File: config.mk
export PLATFORM = sky130hd
export DESIGN_NAME = bus_resp_ctrl
export DESIGN_NICKNAME = d
export VERILOG_FILES = /design/src/rtl/bus_resp_ctrl.sv
export SDC_FILE = /design/constraint.sdc
export NUM_CORES = 1
export LEC_CHECK = 0
export CAP_MARGIN = 10
export CELL_PAD_IN_SITES_DETAIL_PLACEMENT = 1
export CELL_PAD_IN_SITES_GLOBAL_PLACEMENT = 1
export CORE_MARGIN = 2
export CORE_UTILIZATION = 29
export CTS_CLUSTER_SIZE = 8
export DETAILED_ROUTE_END_ITERATION = 10
export PLACE_DENSITY = 0.82
export SLEW_MARGIN = 20
export SYNTH_ARGS = -nofsm -noshare
export SYNTH_HDL_FRONTEND = slang
export SYNTH_SLANG_ARGS = --single-unit
export TNS_END_PERCENT = 50
File: constraint.sdc
create_clock -name i_clk -period 2.22 [get_ports i_clk]
set_input_delay 0.333 -clock i_clk [delete_from_list [all_inputs] [get_ports i_clk]]
set_output_delay 0.333 -clock i_clk [all_outputs]
set_load 0.005 [all_outputs]
File: src/rtl/bus_resp_ctrl.sv
// -----------------------------------------------------------------------------
// bus_resp_ctrl
//
// Return-side bus response controller for the 65C02 bus. It latches the
// decoder chip selects and the read/write direction at cycle start. It stalls
// the CPU through RDY until the selected device acks. It then registers the
// read data and holds it on the CPU data bus until the cycle ends. Open-bus
// reads, multiple selects and (optionally) device timeouts all return
// OPEN_BUS_VAL.
//
// Build option:
//   BUS_RESP_TIMEOUT_EN  defined   -> WAIT gives up after TIMEOUT_CYCLES clocks
//                                     and raises o_timeout_err.
//                        undefined -> WAIT holds until ack, and o_timeout_err
//                                     is tied to 0.
//
// Ports:
//   i_clk, i_rst_n   clock and asynchronous active-low reset
//   i_cycle_start    one-clk pulse; address, i_rwb and i_cs are valid
//   i_cycle_end      one-clk pulse; the CPU has finished the bus cycle
//   i_rwb            1 = read, 0 = write
//   i_cs             one-hot chip selects (DEV_N slots)
//   i_dev_data       per-slot read data; slot k is at [8k+7:8k]
//   i_dev_ack        per-slot ready (level)
//   i_err_clr        clears the sticky error flags
//   o_cpu_rdy        CPU RDY (0 = stall)
//   o_cpu_data       held read data
//   o_data_oe        drive the CPU data bus
//   o_multi_err      sticky: more than one chip select was seen
//   o_timeout_err    sticky: a device timeout fired
// -----------------------------------------------------------------------------
module bus_resp_ctrl #(
   parameter int          DEV_N          = 8,
   parameter int          TIMEOUT_CYCLES = 255,
   parameter logic [7:0]  OPEN_BUS_VAL   = 8'hFF
) (
   input  logic                 i_clk,
   input  logic                 i_rst_n,
   input  logic                 i_cycle_start,
   input  logic                 i_cycle_end,
   input  logic                 i_rwb,
   input  logic [DEV_N-1:0]     i_cs,
   input  logic [8*DEV_N-1:0]   i_dev_data,
   input  logic [DEV_N-1:0]     i_dev_ack,
   input  logic                 i_err_clr,
   output logic                 o_cpu_rdy,
   output logic [7:0]           o_cpu_data,
   output logic                 o_data_oe,
   output logic                 o_multi_err,
   output logic                 o_timeout_err
);

   typedef enum logic [1:0] {S_IDLE, S_WAIT, S_HOLD} state_t;

   localparam logic [DEV_N-1:0] CS_ONE = DEV_N'(1);

   state_t             state_q, state_d;
   logic               rwb_q, rwb_d;
   logic [DEV_N-1:0]   cs_q, cs_d;
   logic               rdy_q, rdy_d;
   logic [7:0]         data_q, data_d;
   logic               oe_q, oe_d;
   logic               multi_q, multi_set;
   logic               timeout_hit;

   // One-hot select of a slot's data. The result is an AND-OR mux, so a zero
   // select yields 0. The callers never use that value, because a zero select
   // is handled as an open bus.
   function automatic logic [7:0] slot_data(input logic [DEV_N-1:0]   cs,
                                            input logic [8*DEV_N-1:0] data);
      logic [7:0] r;
      r = 8'h00;
      for (int k = 0; k < DEV_N; k++)
         r = r | ({8{cs[k]}} & data[8*k +: 8]);
      return r;
   endfunction

   // Select decode on the live decoder outputs (used at cycle start only).
   logic cs_none, cs_multi, start_ack, wait_ack;
   logic [7:0] start_data, wait_data;

   assign cs_none    = (i_cs == '0);
   assign cs_multi   = ((i_cs & (i_cs - CS_ONE)) != '0);
   assign start_ack  = |(i_cs & i_dev_ack);
   assign wait_ack   = |(cs_q & i_dev_ack);
   assign start_data = slot_data(i_cs, i_dev_data);
   assign wait_data  = slot_data(cs_q, i_dev_data);

   // ---------------------------------------------------------------- timeout
`ifdef BUS_RESP_TIMEOUT_EN
   logic [7:0] tmo_cnt_q;
   logic       tmo_set;
   logic       tmo_err_q;

   // The counter is 0 on the first WAIT clock, so the compare against
   // TIMEOUT_CYCLES-1 releases RDY exactly TIMEOUT_CYCLES clocks after
   // the controller enters WAIT.
   assign timeout_hit = (state_q == S_WAIT) && (tmo_cnt_q == 8'(TIMEOUT_CYCLES - 1));

   always_ff @(posedge i_clk or negedge i_rst_n) begin
      if (!i_rst_n) begin
         tmo_cnt_q <= 8'h00;
      end else if (state_q == S_IDLE) begin
         tmo_cnt_q <= 8'h00;
      end else if (state_q == S_WAIT && tmo_cnt_q != 8'hFF) begin
         tmo_cnt_q <= tmo_cnt_q + 8'h01;
      end
   end

   // A set in the same cycle wins over a clear.
   always_ff @(posedge i_clk or negedge i_rst_n) begin
      if (!i_rst_n) tmo_err_q <= 1'b0;
      else          tmo_err_q <= tmo_set | (tmo_err_q & ~i_err_clr);
   end

   assign o_timeout_err = tmo_err_q;
`else
   assign timeout_hit   = 1'b0;
   assign o_timeout_err = 1'b0;
`endif

   // ------------------------------------------------------------ state reg
   always_ff @(posedge i_clk or negedge i_rst_n) begin
      if (!i_rst_n) state_q <= S_IDLE;
      else          state_q <= state_d;
   end

   // ----------------------------------------------------------- next state
   always_comb begin
      state_d = state_q;
      unique case (state_q)
         S_IDLE: if (i_cycle_start) begin
            if (!cs_none && !cs_multi && !start_ack) state_d = S_WAIT;
            else                                     state_d = S_HOLD;
         end
         S_WAIT: if (wait_ack || timeout_hit) state_d = S_HOLD;
         S_HOLD: if (i_cycle_end)             state_d = S_IDLE;
         default:                             state_d = S_IDLE;
      endcase
   end

   // ------------------------------------------------ next registered outputs
   // Every output is registered. This block computes the value that each
   // output register loads on the next edge.
   always_comb begin
      rwb_d     = rwb_q;
      cs_d      = cs_q;
      rdy_d     = rdy_q;
      data_d    = data_q;
      oe_d      = oe_q;
      multi_set = 1'b0;
`ifdef BUS_RESP_TIMEOUT_EN
      tmo_set   = 1'b0;
`endif
      unique case (state_q)
         S_IDLE: if (i_cycle_start) begin
            rwb_d = i_rwb;
            cs_d  = i_cs;
            if (cs_none || cs_multi) begin
               multi_set = cs_multi;
               if (i_rwb) data_d = OPEN_BUS_VAL;
               oe_d = i_rwb;
            end else if (start_ack) begin
               if (i_rwb) data_d = start_data;
               oe_d = i_rwb;
            end else begin
               rdy_d = 1'b0;
            end
         end
         S_WAIT: begin
            // Ack takes priority over a timeout in the same cycle.
            if (wait_ack) begin
               rdy_d = 1'b1;
               if (rwb_q) data_d = wait_data;
               oe_d  = rwb_q;
            end else if (timeout_hit) begin
               rdy_d = 1'b1;
               if (rwb_q) data_d = OPEN_BUS_VAL;
               oe_d  = rwb_q;
`ifdef BUS_RESP_TIMEOUT_EN
               tmo_set = 1'b1;
`endif
            end
         end
         S_HOLD: if (i_cycle_end) oe_d = 1'b0;
         default: ;
      endcase
   end

   // ------------------------------------------------------- output registers
   always_ff @(posedge i_clk or negedge i_rst_n) begin
      if (!i_rst_n) begin
         rwb_q   <= 1'b1;
         cs_q    <= '0;
         rdy_q   <= 1'b1;
         data_q  <= 8'h00;
         oe_q    <= 1'b0;
         multi_q <= 1'b0;
      end else begin
         rwb_q   <= rwb_d;
         cs_q    <= cs_d;
         rdy_q   <= rdy_d;
         data_q  <= data_d;
         oe_q    <= oe_d;
         multi_q <= multi_set | (multi_q & ~i_err_clr);
      end
   end

   assign o_cpu_rdy   = rdy_q;
   assign o_cpu_data  = data_q;
   assign o_data_oe   = oe_q;
   assign o_multi_err = multi_q;

endmodule

Word level (Yosys, flattened, before mapping)
Index checks and enable logic that the tools add are counted.
- add/subtract/negate cells: 1
- mux-type cells: 27
- reduce and logical (&&, ||, !) cells: 18
- bitwise gates (word level): 36
- equality and inequality tests: 11
- operators with widths (operator ; count):
    AND 8 bit ; 19
    OR 8 bit ; 14
    two-way mux 8 bit ; 7
    one-hot mux 8 bit (2 select lines) ; 1
    OR reduction 8 bit ; 2
    two-way mux 1 bit ; 12
    != test 2 bit (second input constant) ; 6
    AND reduction 5 bit ; 2
    != test 3 bit (second input constant) ; 3
    logical NOT 8 bit ; 1
    two-way mux 2 bit ; 4
    nonzero test 8 bit ; 1
    subtractor 8 x 1 -> 8 bit (second input constant) ; 1
    AND reduction 7 bit ; 1
    one-hot mux 2 bit (3 select lines) ; 1
    logical NOT 1 bit ; 3
    one-hot mux 1 bit (3 select lines) ; 1
    AND reduction 3 bit ; 1
    nonzero test 3 bit ; 1
    == test 2 x 1 -> 1 bit (second input constant) ; 1
    == test 2 bit (second input constant) ; 1
    logical AND 1 bit ; 2
    logical NOT 2 bit ; 1
    one-hot mux 1 bit (2 select lines) ; 1
    other kinds (6) ; 6
- input bits: 86
- register bits: 22
- output and inout bits: 12

Logic depth before layout (Yosys ltp)
- depth in word-level cells: 13
- gate-level depth with buffers: 8

Worst setup path before layout
OpenSTA, ideal clock, no wires.
- path kind: input to register
- start point: in i_cs[5]
- end point: reg data_q[3] (netlist: o_cpu_data[3])
- arrival: 1858 ps
- slack: 237 ps
- buffers on the path: 1
- stages on the path: 7
- required time: 2095 ps
- library setup time: 125 ps
- path through: maj3_2 o21ai_0 o2111ai_2 a21oi_4 a21o_1 buf_6 mux2_2
- word-level cells in the longest chain between the ends: 9
- elaborated cells between the ends (all ways): 20
- classes of those cells: add/sub: 1; eq/ne: 3; mux: 5; bitwise: 6; reduce/logical: 5
- ends and longest elaborated chain (what ; RTL line ; RTL):
    from (decl) ; 42 ; input logic [DEV_N-1:0] i_cs,
    branches (longest 9 deep; another with subtractor 8 x 1 -> 8 bit) ; n/a ;
    to (signal assigned) ; 203 ; data_q <= data_d;
    to (decl) ; 61 ; logic [7:0] data_q, data_d;
Parallel ways; which one is timed is not known. The select of a mux whose other input is x is not followed.
A chain may end at the register's enable or synchronous reset.

Worst setup path after layout
- start point: in i_cs[7]
- end point: reg data_q[4] (netlist: o_cpu_data[4])
- word-level cells in the longest chain between the ends: 7
- elaborated cells between the ends (all ways): 18
- classes of those cells: add/sub: 1; eq/ne: 3; mux: 5; bitwise: 4; reduce/logical: 5
- ends and longest elaborated chain (what ; RTL line ; RTL):
    subtractor 8 x 1 -> 8 bit / AND 8 bit (equally long branches) ; 83, 74 ;
    AND 8 bit / OR 8 bit (equally long branches) ; 83, 74 ;
    nonzero test 8 bit / two-way mux 8 bit (equally long branches) ; 83, 164 ;
    logical OR 1 bit / two-way mux 8 bit (equally long branches) ; 159, 163 ;
    two-way mux 8 bit ; 159 ; if (cs_none || cs_multi) begin
    two-way mux 8 bit ; 156 ; S_IDLE: if (i_cycle_start) begin
    one-hot mux 8 bit (2 select lines) ; 155 ; unique case (state_q)
Parallel ways exist; a longest one is shown, timed or not. The select of a mux whose other input is x is not followed.

==> run summary <==
Fraction of layout cells with a size suffix above 1 - 19.28%
DRT Pass-1 Iters - 11
Worst-path clk slew - 0.09 ns
WHS - 0.4049 ns
Period utilization - 97.26%
CTS tree - built
Hold buffers post-CTS - 0
Diodes inserted - 0
Sw frac - 39.55%
TNS Setup - 0 ns
CP max stage delay - 0.47 ns
Post-DRT Antenna Nets - 0
RSZ-0062 raised after global routing - true
CP delay by family, top - simple AND/OR/NAND/NOR gates
Placed Instance Area - 3191 um^2
R2R setup slack - 0.25 ns
Min cycle time layout - 2.159 ns
CTS Buf Count - 3
DP Wirelength - 6.617 mm
Die W - 85.75 um
Final core occ - 51.16%
Max-Cap Viols - 0
Setup WS pre-CTS - -0.4462 ns
Part of the power in combinational logic - 60.1%
Most common cell after layout, fill and taps aside - clkdlybuf4s50_1
WP data arrival - 2.31 ns
Multi-input combinational cell area - 1300 um^2
Largest net degree at the start of global routing - 23
Crit end category - flop
Fill count - 742
Gr ovfl total - 0
Total GRT Usage - 23.69%
Vias - 2522
CP Buf/Inv Count - 2
Total Nets Final - 422
Netlist Area Pre-Place - 1938 um^2
GPL Wtd Cong - 0.8525
Failing checks - DRC
Achievable frequency - 0.4632 GHz
Full die area - 7353 um^2
Hold Path Class - input port to async pin
Peak supply drop - 383.3 uV
Fin cells - 409
Initial DRC Count - 261
WL final - 8.902 mm
Clock Latency Late Sink - 0.27 ns
Placed insts - 404
Syn avg cell area - 9.057 um^2
Most frequent cells in the layout - clkdlybuf4s50_1 (94), buf_4 (38), a22oi_1 (37)
Root buf cell - clkbuf_8
Initial Utilization - 30.18%
Setup Skew - 0.005343 ns
Die Y - 85.75 um
Worst EP required - 2.37 ns
Final Max Slew Viols - 0
First-pass GRT wire length - 13.74 mm
Final setup fails - 0
Post-synthesis net count - 303
Pwr Density - 672.6 nW/um^2
Maximum clock path buffer count - 2
Sequential fraction of the synthesis area - 28.53%
Worst Setup Path Type - input port to flop
Buffers on Ports - 96
Initial antenna violation count - 0
Vias/cell - 6.166
Crit Path Max Fanout - 8
# DRC - 7
Status - finished with violations
Seq pwr share - 26.4%
Crit-path slowest cell - clkdlybuf4s50_1
Critical-path cell list - clkdlybuf4s50_1, nor2_1, nand4b_1, and4_4, a21oi_2, buf_6, a32oi_1, mux2_1
Clock share of power - 13.5%
Final instance area - 3286 um^2
#FFs+latches synth - 22
Final Power - 2.210 mW
Core area - 6422 um^2
P_sw - 874.0 uW
Setup crit start kind - input port
Hold Vio Cnt, Final - 0
Vias in the first global route - 2648
Avg WL per Cell - 21.77 um
Internal power - 1.336 mW
# rows - 29
FF+latch area - 553.0 um^2
Unique masters post-synth - 40
Clock sinks - 22
Post-Synthesis Cells - 214
Yosys Warn Count - 0
Lkg Pwr - 1.324 nW
Setup WS post-layout - 0.06088 ns
Area delta synth->final - 69.53%
Io pins - 98
H-Tree Depth - 1
==> power groups by stage <==
stage | Combinational [mW] | Clock (mW) | Sequential [mW]
3_5_place_dp | 1.27 | 0 | 0.590
6_report | 1.33 | 0.298 | 0.583
3_3_place_gp | 1.24 | 0 | 0.583
4_1_cts | 1.30 | 0.298 | 0.583
5_1_grt | 1.43 | 0.318 | 0.594
2_1_floorplan | 0.736 | 0 | 0.553
==> worst paths after layout <==
path / from / endpoint / cells after the start
max: i_cs[7] / o_cpu_data[4]$_DFFE_PN0P_ / 8
min: i_rst_n / state_q[0]$_DFFE_PN0P_ / 2
min reg2reg: o_cpu_data[2]$_DFFE_PN0P_ / o_cpu_data[2]$_DFFE_PN0P_ / 1
max reg2reg: state_q[1]$_DFFE_PN0P_ / o_cpu_data[0]$_DFFE_PN0P_ / 7
min in group i_clk: o_cpu_data[2]$_DFFE_PN0P_ / o_cpu_data[2]$_DFFE_PN0P_ / 1
max in group asynchronous: i_rst_n / o_cpu_rdy$_DFFE_PN1P_ / 2
==> layer usage <==
| metal | routed length, um | global-route usage, % |
|---|---|---|
| met5 | 0 | 0 |
| met1 | 3357 | 28.91 |
| met2 | 4523 | 41.90 |
| met3 | 810 | 4.909 |
| met4 | 210 | 7.071 |
==> synth_stat cells (all sizes together) <==
cell type / n / area [um^2]
o21ai: 6 / 30.03
a211oi: 1 / 7.510
nor2: 4 / 15.01
nand3: 2 / 10.01
nor4: 1 / 12.51
a21oi: 6 / 45.05
nor3: 3 / 15.01
and3: 15 / 93.84
nand4: 2 / 12.51
a31oi: 1 / 6.260
or3: 1 / 6.260
clkbuf: 18 / 67.56
a221oi: 9 / 78.83
a222oi: 9 / 90.09
a32oi: 7 / 61.31
a22o: 10 / 87.58
dfrtp: 20 / 500.5
buf: 3 / 22.52
inv: 6 / 22.52
mux2i: 2 / 20.02
a22oi: 37 / 277.8
conb: 1 / 3.750
nand4b: 4 / 35.03
dfstp: 2 / 52.55
nand2: 15 / 56.30
mux2: 16 / 180.2
and4b: 1 / 10.01
and4: 2 / 20.02
maj3: 1 / 11.26
o21a: 1 / 7.510
ha: 3 / 37.54
o2111ai: 1 / 15.01
a21o: 1 / 7.510
nand2b: 3 / 18.77
==> cell type report <==
type / instances / area share (%)
Sequential cell: 22 / 16.83
Inverter: 6 / 0.6855
Timing Repair Buffer: 135 / 38.31
Multi-Input combinational cell: 165 / 39.57
Clock buffer: 4 / 1.676
Tap cell: 77 / 2.932
==> state kept, by name, summed over array words and instances (netlist names) <==
signal	cells
o_data_oe	1
o_multi_err	1
o_cpu_data	8
cs_q	8
state_q	2
rwb_q	1
o_cpu_rdy	1
==> cell families (layout without fill, tap and decap cells) <==
logic type                 after synthesis  count (layout)  share of synthesized area [%]
DFF                                     22              22                          28.53
adders and majority gates                4               4                          2.518
buffers and inverters                   27             145                          5.810
and+or+nand+nor                         53              53                          15.75
AOI/OAI and AO/OA                       89              89                          36.86
muxes                                   18              18                          10.33
other                                    1               1                         0.1935
==> timing repair <==
action                                 4_1_cts  5_1_grt
endpoints found under the hold margin        0        0
setup endpoints to repair                    9        8
gates resized for setup                      7        2
pin swaps                                    0        1
buffers inserted                             1        0
gates cloned                                 0        0
(Power assumes the default switching activity.)
